### src/rtl/i2s_pkg.sv
// Shared types and defaults for the I2S microphone-emulation transmitter.
package i2s_pkg;

  typedef enum logic [1:0] {IDLE, ARMED, SHIFT} i2s_tx_state_t;

  localparam int I2S_SAMPLE_W  = 24;
  localparam int I2S_SLOT_BITS = 32;

endpackage

### src/rtl/i2s_edge_sync.sv
// Synchronizes an asynchronous I2S pin into clk and flags its rising/falling edges.
module i2s_edge_sync
  import i2s_pkg::*;
#(
  parameter int sync_stages = 2
) (
  input  logic clk,
  input  logic rst,
  input  logic pin,
  output logic level,
  output logic rise,
  output logic fall
);

  // Bits [sync_stages-1:0] are the synchronizer; the top bit keeps the previous synchronized value.
  logic [sync_stages:0] chain_reg;

  always_ff @(posedge clk) begin
    if (rst) begin
      chain_reg <= '0;
    end else begin
      chain_reg <= {chain_reg[sync_stages-1:0], pin};
    end
  end

  assign level = chain_reg[sync_stages-1];
  assign rise  = chain_reg[sync_stages-1] & ~chain_reg[sync_stages];
  assign fall  = ~chain_reg[sync_stages-1] & chain_reg[sync_stages];

endmodule

### src/rtl/inmp441_mic_i2s_transmitter.sv
// I2S slave transmitter emulating an INMP441: shifts buffered 24-bit samples out on sd in the lr slot.
// sd_oe is the pad enable; the board top wraps the pin as sd_oe ? sd : 'z.
module inmp441_mic_i2s_transmitter
  import i2s_pkg::*;
#(
  parameter int w_sample    = I2S_SAMPLE_W,
  parameter int slot_bits   = I2S_SLOT_BITS,
  parameter int sync_stages = 2
) (
  input  logic                clk,
  input  logic                rst,
  input  logic [w_sample-1:0] sample,
  input  logic                sample_valid,
  output logic                sample_ready,
  input  logic                lr,
  input  logic                sck,
  input  logic                ws,
  output logic                sd,
  output logic                sd_oe,
  output logic                underrun,
  output logic                frame_err
);

  localparam int cnt_w = $clog2(slot_bits + 1);

  logic sck_level_unused, sck_rise, sck_fall;
  logic ws_level, ws_rise_unused, ws_fall_unused;

  i2s_edge_sync #(.sync_stages(sync_stages)) u_sck_sync (
    .clk(clk), .rst(rst), .pin(sck),
    .level(sck_level_unused), .rise(sck_rise), .fall(sck_fall)
  );

  i2s_edge_sync #(.sync_stages(sync_stages)) u_ws_sync (
    .clk(clk), .rst(rst), .pin(ws),
    .level(ws_level), .rise(ws_rise_unused), .fall(ws_fall_unused)
  );

  i2s_tx_state_t       state_reg, state_next;
  logic [cnt_w-1:0]    bit_cnt_reg, bit_cnt_next;
  logic [w_sample-1:0] shift_reg, shift_next;
  logic [w_sample-1:0] buf_reg, buf_next;
  logic                buf_full_reg, buf_full_next;
  logic                sd_reg, sd_next;
  logic                oe_reg, oe_next;
  logic                underrun_reg, underrun_next;
  logic                frame_err_reg, frame_err_next;
  logic                ws_cur_reg, ws_seen_reg;
  logic                ws_change, slot_start, write_en, load;

  // A WS change only counts once a first WS sample exists, so a reset never fakes a slot start.
  assign ws_change  = sck_rise && ws_seen_reg && (ws_level != ws_cur_reg);
  assign slot_start = ws_change && (ws_level == lr);

  assign sample_ready = !buf_full_reg;
  assign write_en     = sample_valid && !buf_full_reg;

  always_comb begin
    state_next     = state_reg;
    bit_cnt_next   = bit_cnt_reg;
    shift_next     = shift_reg;
    buf_next       = buf_reg;
    buf_full_next  = buf_full_reg;
    sd_next        = sd_reg;
    oe_next        = oe_reg;
    underrun_next  = 1'b0;
    frame_err_next = 1'b0;
    load           = 1'b0;

    case (state_reg)
      IDLE: begin
        if (slot_start) begin
          state_next = ARMED;
        end
      end
      ARMED, SHIFT: begin
        if (ws_change) begin
          frame_err_next = 1'b1;
          sd_next        = 1'b0;
          oe_next        = 1'b0;
          bit_cnt_next   = '0;
          state_next     = slot_start ? ARMED : IDLE;
        end else if (sck_fall) begin
          if (state_reg == ARMED) begin
            // An empty buffer sends a zero word rather than stale data.
            load          = 1'b1;
            underrun_next = !buf_full_reg;
            shift_next    = buf_full_reg ? (buf_reg << 1) : '0;
            sd_next       = buf_full_reg & buf_reg[w_sample-1];
            oe_next       = 1'b1;
            bit_cnt_next  = cnt_w'(1);
            state_next    = SHIFT;
          end else if (bit_cnt_reg == cnt_w'(w_sample)) begin
            sd_next      = 1'b0;
            oe_next      = 1'b0;
            bit_cnt_next = '0;
            state_next   = IDLE;
          end else begin
            sd_next      = shift_reg[w_sample-1];
            shift_next   = shift_reg << 1;
            bit_cnt_next = bit_cnt_reg + 1'b1;
          end
        end
      end
      default: state_next = IDLE;
    endcase

    // A load in the same clk as a write sees the old (empty) buffer; the write then fills it.
    if (load) begin
      buf_full_next = 1'b0;
    end
    if (write_en) begin
      buf_next      = sample;
      buf_full_next = 1'b1;
    end
  end

  always_ff @(posedge clk) begin
    if (rst) begin
      state_reg     <= IDLE;
      bit_cnt_reg   <= '0;
      shift_reg     <= '0;
      buf_reg       <= '0;
      buf_full_reg  <= 1'b0;
      sd_reg        <= 1'b0;
      oe_reg        <= 1'b0;
      underrun_reg  <= 1'b0;
      frame_err_reg <= 1'b0;
      ws_cur_reg    <= 1'b0;
      ws_seen_reg   <= 1'b0;
    end else begin
      state_reg     <= state_next;
      bit_cnt_reg   <= bit_cnt_next;
      shift_reg     <= shift_next;
      buf_reg       <= buf_next;
      buf_full_reg  <= buf_full_next;
      sd_reg        <= sd_next;
      oe_reg        <= oe_next;
      underrun_reg  <= underrun_next;
      frame_err_reg <= frame_err_next;
      if (sck_rise) begin
        ws_cur_reg  <= ws_level;
        ws_seen_reg <= 1'b1;
      end
    end
  end

  assign sd        = sd_reg;
  assign sd_oe     = oe_reg;
  assign underrun  = underrun_reg;
  assign frame_err = frame_err_reg;

endmodule

### config.mk
export PLATFORM = sky130hd
export DESIGN_NAME = inmp441_mic_i2s_transmitter
export DESIGN_NICKNAME = d
export VERILOG_FILES = /design/src/rtl/i2s_pkg.sv /design/src/rtl/i2s_edge_sync.sv /design/src/rtl/inmp441_mic_i2s_transmitter.sv
export SDC_FILE = /design/constraint.sdc
export NUM_CORES = 1
export LEC_CHECK = 0
export CAP_MARGIN = 20
export CORE_ASPECT_RATIO = 0.8
export CORE_UTILIZATION = 50
export DETAILED_ROUTE_END_ITERATION = 8
export MAX_ROUTING_LAYER = met4
export PLACE_DENSITY = 0.86
export SLEW_MARGIN = 0
export SYNTH_ARGS = -nofsm -noshare
export SYNTH_HDL_FRONTEND = slang
export SYNTH_SLANG_ARGS = --single-unit
### constraint.sdc
create_clock -name clk -period 1.85 [get_ports clk]
set_input_delay 0.37 -clock clk [delete_from_list [all_inputs] [get_ports clk]]
set_output_delay 0.37 -clock clk [all_outputs]
set_load 0.01 [all_outputs]
==> qor.yml, run 1 <==
setup_viol: 0
drc: 0
synth-seq-cells: 67
clock_skew_ns: 0.00778
overflow: 0
yosysSeqAreaShare: 0.456
path_clk_slew_ns: 0.07
worstSkewPairLatency_ns: 0.35
largest_reg_flops: 24
met2_usage: 0.349
initial_utilization: 0.530
dp_hpwl_mm: 4.04
layout.cells.non_filler: 460
cpLargestDelayFamily: "buffers and inverters"
setup_tns_ns: 0
path_buf_inv: 3
ctsLongestPathBuffers: 2
cp_max_fo: 14
wl_per_cell_um: 14.0
drive_above_1_share: 0.149
ys_types: 35
status: "complete, no violations"
power_leakage_nw: 1.23
finalPower_w: 0.00328
cp-start-kind: "flip-flop"
required_ns: 2.10
grt_max_degree: 30
hold_viol: 0
postSynthCellCount: 341
vdd_drop_max_v: 0.000613
utilization: 0.664
drt-initial-drc-count: 152
synth_area_mm2: 0.00294
h-tree-depth: 3
io_pins: 35
core_mm2: 0.00556
fillers: 447
p_per_area_mw_per_mm2: 888
area_delta_synth_final_pct: 25.4
cap_viol_max_count: 0
yosys_warnings: 0
die_w_um: 87.8
diodes: 0
layout_min_cycle_time_ns: 1.77
syn_nets: 376
die_h_um: 70.6
grt_setup_unrepaired: "no"
criticalPathCategory: "flip-flop to flip-flop"
fmax_mhz: 565
cp_cell_sequence: "inv_1, ha_1, nor2b_1, a31oi_4, buf_4, clkbuf_16, a311oi_2"
cp_slowest_cell: "dfxtp_1"
worst_pin_slew_ns: 0.449
via_per_inst: 5.47
grt_pass1_wl_mm: 10.2
vias: 2517
numClockSinks: 67
setup_ws_ns: 0.0804
nNetsFinal: 412
slew_headroom: 0.701
antenna_found_initial: 0
cp.arrival_ns: 2.02
final_max_slew_viol_count: 0
numCtsBuffers: 9
grt_util_met1: 0.265
syn_avg_cell_area_um2: 8.63
place_congestion: 0.823
end_kind: "flip-flop"
row_count: 24
wl_mm: 6.45
gr-usage-met3: 0.0700
min_path_type: "input pin to flip-flop"
pre_cts_slack_ns: 0.0212
portBuffers: 34
finalCritPeriodShare: 0.957
max_stage_delay_ns: 0.34
antenna_left: 0
first_pass_iters: 6
grt_pass1_vias: 2311
cts_tree: "yes"
dieArea_mm2: 0.00620
cts_hold_buf: 0
dp_cells: 439
grt_util_all_layers: 0.221
clock-root-buffer: "clkbuf_8"
grt-busiest-layer: "met2"
## routing by layer
layer	part of all wire	routed length [um]
met5	0	0
met3	0.054	348
met4	0.010	65
met1	0.45	2890
met2	0.49	3150
## where the power goes
part           switching (W)  internal [W]
Combinational       0.000161      0.000134
Clock               0.000560      0.000906
Sequential         0.0000284       0.00149
Total               0.000749       0.00253
## placed cells by master (no fill, tap or decap), types with 4 or more instances in the layout
master and instances:
nand2_1 77, a21oi_1 33, inv_1 8, o21ai_0 8, a311oi_2 17, or3_1 4
nor2b_1 9, a311oi_1 5, dfxtp_1 66, nand3_1 24, clkdlybuf4s50_1 33, buf_4 12
clkbuf_8 13, ha_1 4, nor2_1 28
## metrics by stage
step                hold slack, ns  cell area [um^2]
floorplan                    0.414              2940
global placement             0.418              3360
detailed placement           0.431              3360
CTS                          0.413              3610
global route                 0.438              3690
finish                       0.420              3690
## logic make-up (layout without fill, tap and decap cells)
logic type               Yosys count  count (layout)  synth area share
XOR/XNOR                           1               1           0.00553
multiplexers                       3               3            0.0102
AND/OR/NAND/NOR                  158             158             0.244
flip-flops                        67              67             0.456
buffers and inverters             34              74            0.0540
AO/OA/AOI/OAI                     73              74             0.209
adder cells (fa/ha/maj)            5               5            0.0213
## repair_timing
action / in CTS / in global routing
gates resized for setup: 0 / 6
endpoints found under the setup margin: 0 / 28
buffers inserted: 0 / 3
hold endpoints to repair: 0 / 0
## worst paths after layout
| check | startpoint | end | slack [ns] | cells past startpoint |
|---|---|---|---|---|
| hold reg to reg | u_sck_sync.chain_reg[0] | u_sck_sync.chain_reg[1] | 0.44 | 1 |
| setup / recovery | bit_cnt_reg[0] | shift_reg[16] | 0.08 | 7 |
| hold / removal | rst | ws_seen_reg | 0.42 | 2 |
| setup reg to reg | bit_cnt_reg[0] | shift_reg[16] | 0.08 | 7 |
## cell usage after synthesis (all sizes together)
| library cell | count | share of area |
|---|---|---|
| buf | 10 | 0.023 |
| nor2 | 28 | 0.036 |
| a31oi | 2 | 0.014 |
| and3b | 4 | 0.012 |
| o21ai | 8 | 0.014 |
| and2 | 1 | 0.0021 |
| a21boi | 1 | 0.0026 |
| nand4 | 2 | 0.0043 |
| a221oi | 2 | 0.0060 |
| nand3b | 2 | 0.0051 |
| nor3b | 2 | 0.0051 |
| mux2i | 3 | 0.010 |
| dfxtp | 67 | 0.46 |
| nand4bb | 1 | 0.0038 |
| a41oi | 1 | 0.0030 |
| nand2 | 77 | 0.098 |
| a311oi | 22 | 0.10 |
| o21bai | 1 | 0.0026 |
| o211a | 1 | 0.0034 |
| a32oi | 1 | 0.0030 |
| nand3 | 24 | 0.041 |
| or3 | 4 | 0.0085 |
| ha | 5 | 0.021 |
| inv | 8 | 0.010 |
| nand2b | 3 | 0.0064 |
| and4 | 1 | 0.0030 |
| a22oi | 1 | 0.0026 |
| clkbuf | 16 | 0.020 |
| a21oi | 33 | 0.056 |
| nor2b | 9 | 0.019 |
| xor2 | 1 | 0.0055 |
## area by class of cell
type / instances / area, um^2 / area share
Clock buffer: 13 / 179 / 0.0485
Clock inverter: 3 / 67.6 / 0.0183
Inverter: 8 / 30.0 / 0.00814
Multi-Input combinational cell: 241 / 1470 / 0.398
Sequential cell: 67 / 1340 / 0.364
Tap cell: 78 / 97.6 / 0.0264
Timing Repair Buffer: 50 / 505 / 0.137
(Power assumes the default switching activity.)
==> inputs of run 2 (changes only) <==
ABC_AREA = 0   (was default)
CORE_UTILIZATION = 59   (was 50)
PLACE_DENSITY = 0.95   (was 0.86)
clock period = 2.3 ns   (was 1.85 ns; I/O delays follow)
==> run 2 against run 1 <==
Effect of this change:
- cell count shrank 5.9%
- fmax shrank 11%
- worst setup slack gained 0.24 ns
- flip-flop and latch count is the same
- largest cell class unchanged
- global-route usage grew 10 points
- clock skew shrank 0.0036 ns
- first-iteration DRC count grew 43%
- count of clock-buffer cells in the layout shrank 1
- hold slack gained 0.019 ns
- total power shrank 21%
==> qor.yml, run 2 (synthesis results as in run 1) <==
status: "complete, no violations"
drt-initial-drc-count: 217
grt_util_all_layers: 0.325
cts_resized: 0
wl_per_cell_um: 17.2
diodes: 0
overflow: 0
mostFrequentLayoutCell: "nand2_1"
pre_cts_slack_ns: 0.337
finalCritPeriodShare: 0.862
drive_above_1_share: 0.118
slew_headroom: 0.576
area_delta_synth_final_pct: 20.2
grt_pass1_vias: 2518
end_kind: "flip-flop"
wl_mm: 7.44
drc: 0
portBuffers: 34
io_pins: 35
clock-root-buffer: "clkbuf_8"
setup_tns_ns: 0
vdd_drop_max_v: 0.000587
grt_max_degree: 47
nNetsFinal: 403
via_per_inst: 6.17
vias: 2671
setup_viol: 0
antenna_left: 0
grt_setup_unrepaired: "no"
post-cts-setup-buffers: 0
placed_area_mm2: 0.00331
numClockSinks: 67
initial_utilization: 0.629
layout_min_cycle_time_ns: 1.98
cp_max_fo: 46
die_w_um: 80.9
antenna_found_initial: 0
cp-start-kind: "flip-flop"
clock_skew_ns: 0.00413
setup_ws_ns: 0.317
cap_viol_max_count: 0
worstSkewPairLatency_ns: 0.35
largest_reg_flops: 24
numCtsBuffers: 9
hold_path_depth: 1
power_leakage_nw: 1.17
mostFrequentLayoutCells: "nand2_1 (77), dfxtp_1 (67), a21oi_1 (33), clkdlybuf4s50_1 (33), nor2_1 (28)"
ctsLongestPathBuffers: 2
criticalPathCategory: "flip-flop to flip-flop"
required_ns: 2.55
fmax_mhz: 504
h-tree-depth: 3
p_per_area_mw_per_mm2: 729
min_path_type: "flip-flop to flip-flop"
cp.arrival_ns: 2.24
dieArea_mm2: 0.00527
cts_tree: "yes"
first_pass_iters: 5
stdcell_area_mm2: 0.00354
row_count: 22
die_h_um: 65.2
dp_hpwl_mm: 4.30
cts_hold_buf: 0
final_max_slew_viol_count: 0
grt_pass1_wl_mm: 12.2
worst_pin_slew_ns: 0.636
hold_viol: 0
place_congestion: 0.806
reg2reg_depth: 7
path_clk_slew_ns: 0.07
fillers: 290
core_mm2: 0.00468
==> run 2: layer usage <==
metal,track usage,routed length (um)
met1,0.373,2870
met2,0.493,3570
met3,0.110,637
met4,0.194,352
met5,-,0
==> run 2: path summary, 6_finish.rpt <==
kind	end	slack (ns)	from
setup / recovery	shift_reg[6]	0.32	state_reg[1]
hold / removal	u_ws_sync.chain_reg[1]	0.44	u_ws_sync.chain_reg[0]
setup reg to reg	shift_reg[6]	0.32	state_reg[1]
hold reg to reg	u_ws_sync.chain_reg[1]	0.44	u_ws_sync.chain_reg[0]
==> run 2: final cells by class <==
cell class	count	area, um^2	share of cell area
Timing Repair Buffer	42	420	0.119
Clock buffer	12	155	0.0439
Clock inverter	4	72.6	0.0205
Inverter	8	30.0	0.00849
Multi-Input combinational cell	240	1440	0.408
Sequential cell	67	1340	0.379
Tap cell	60	75.1	0.0212
==> run 2: per-stage QoR <==
| step | cells | hold slack, ns | util | total power [W] |
|---|---|---|---|---|
| CTS | 433 | 0.443 | 0.756 | 0.00257 |
| floorplan | 341 | 0.414 | - | 0.00137 |
| detailed placement | 417 | 0.427 | 0.707 | 0.00147 |
| global placement | 417 | 0.420 | 0.707 | 0.00146 |
| finish | 433 | 0.439 | 0.756 | 0.00258 |
| global route | 433 | 0.465 | 0.756 | 0.00266 |
==> run 2: where the power goes <==
group          leakage [nW]  internal [W]  switching [W]
clock network         0.113      0.000668       0.000453
registers             0.545       0.00120      0.0000237
logic                 0.510      0.000100       0.000139
total                  1.17       0.00196       0.000615
==> run 2: worst max-delay path, cell delays in order (launching register included) <==
cell and delay, ns:
dfxtp_1 0.37, inv_1 0.09, ha_1 0.42, nand3b_1 0.17, a31oi_4 0.21, buf_12 0.27
nor2_1 0.07, a311oi_1 0.27
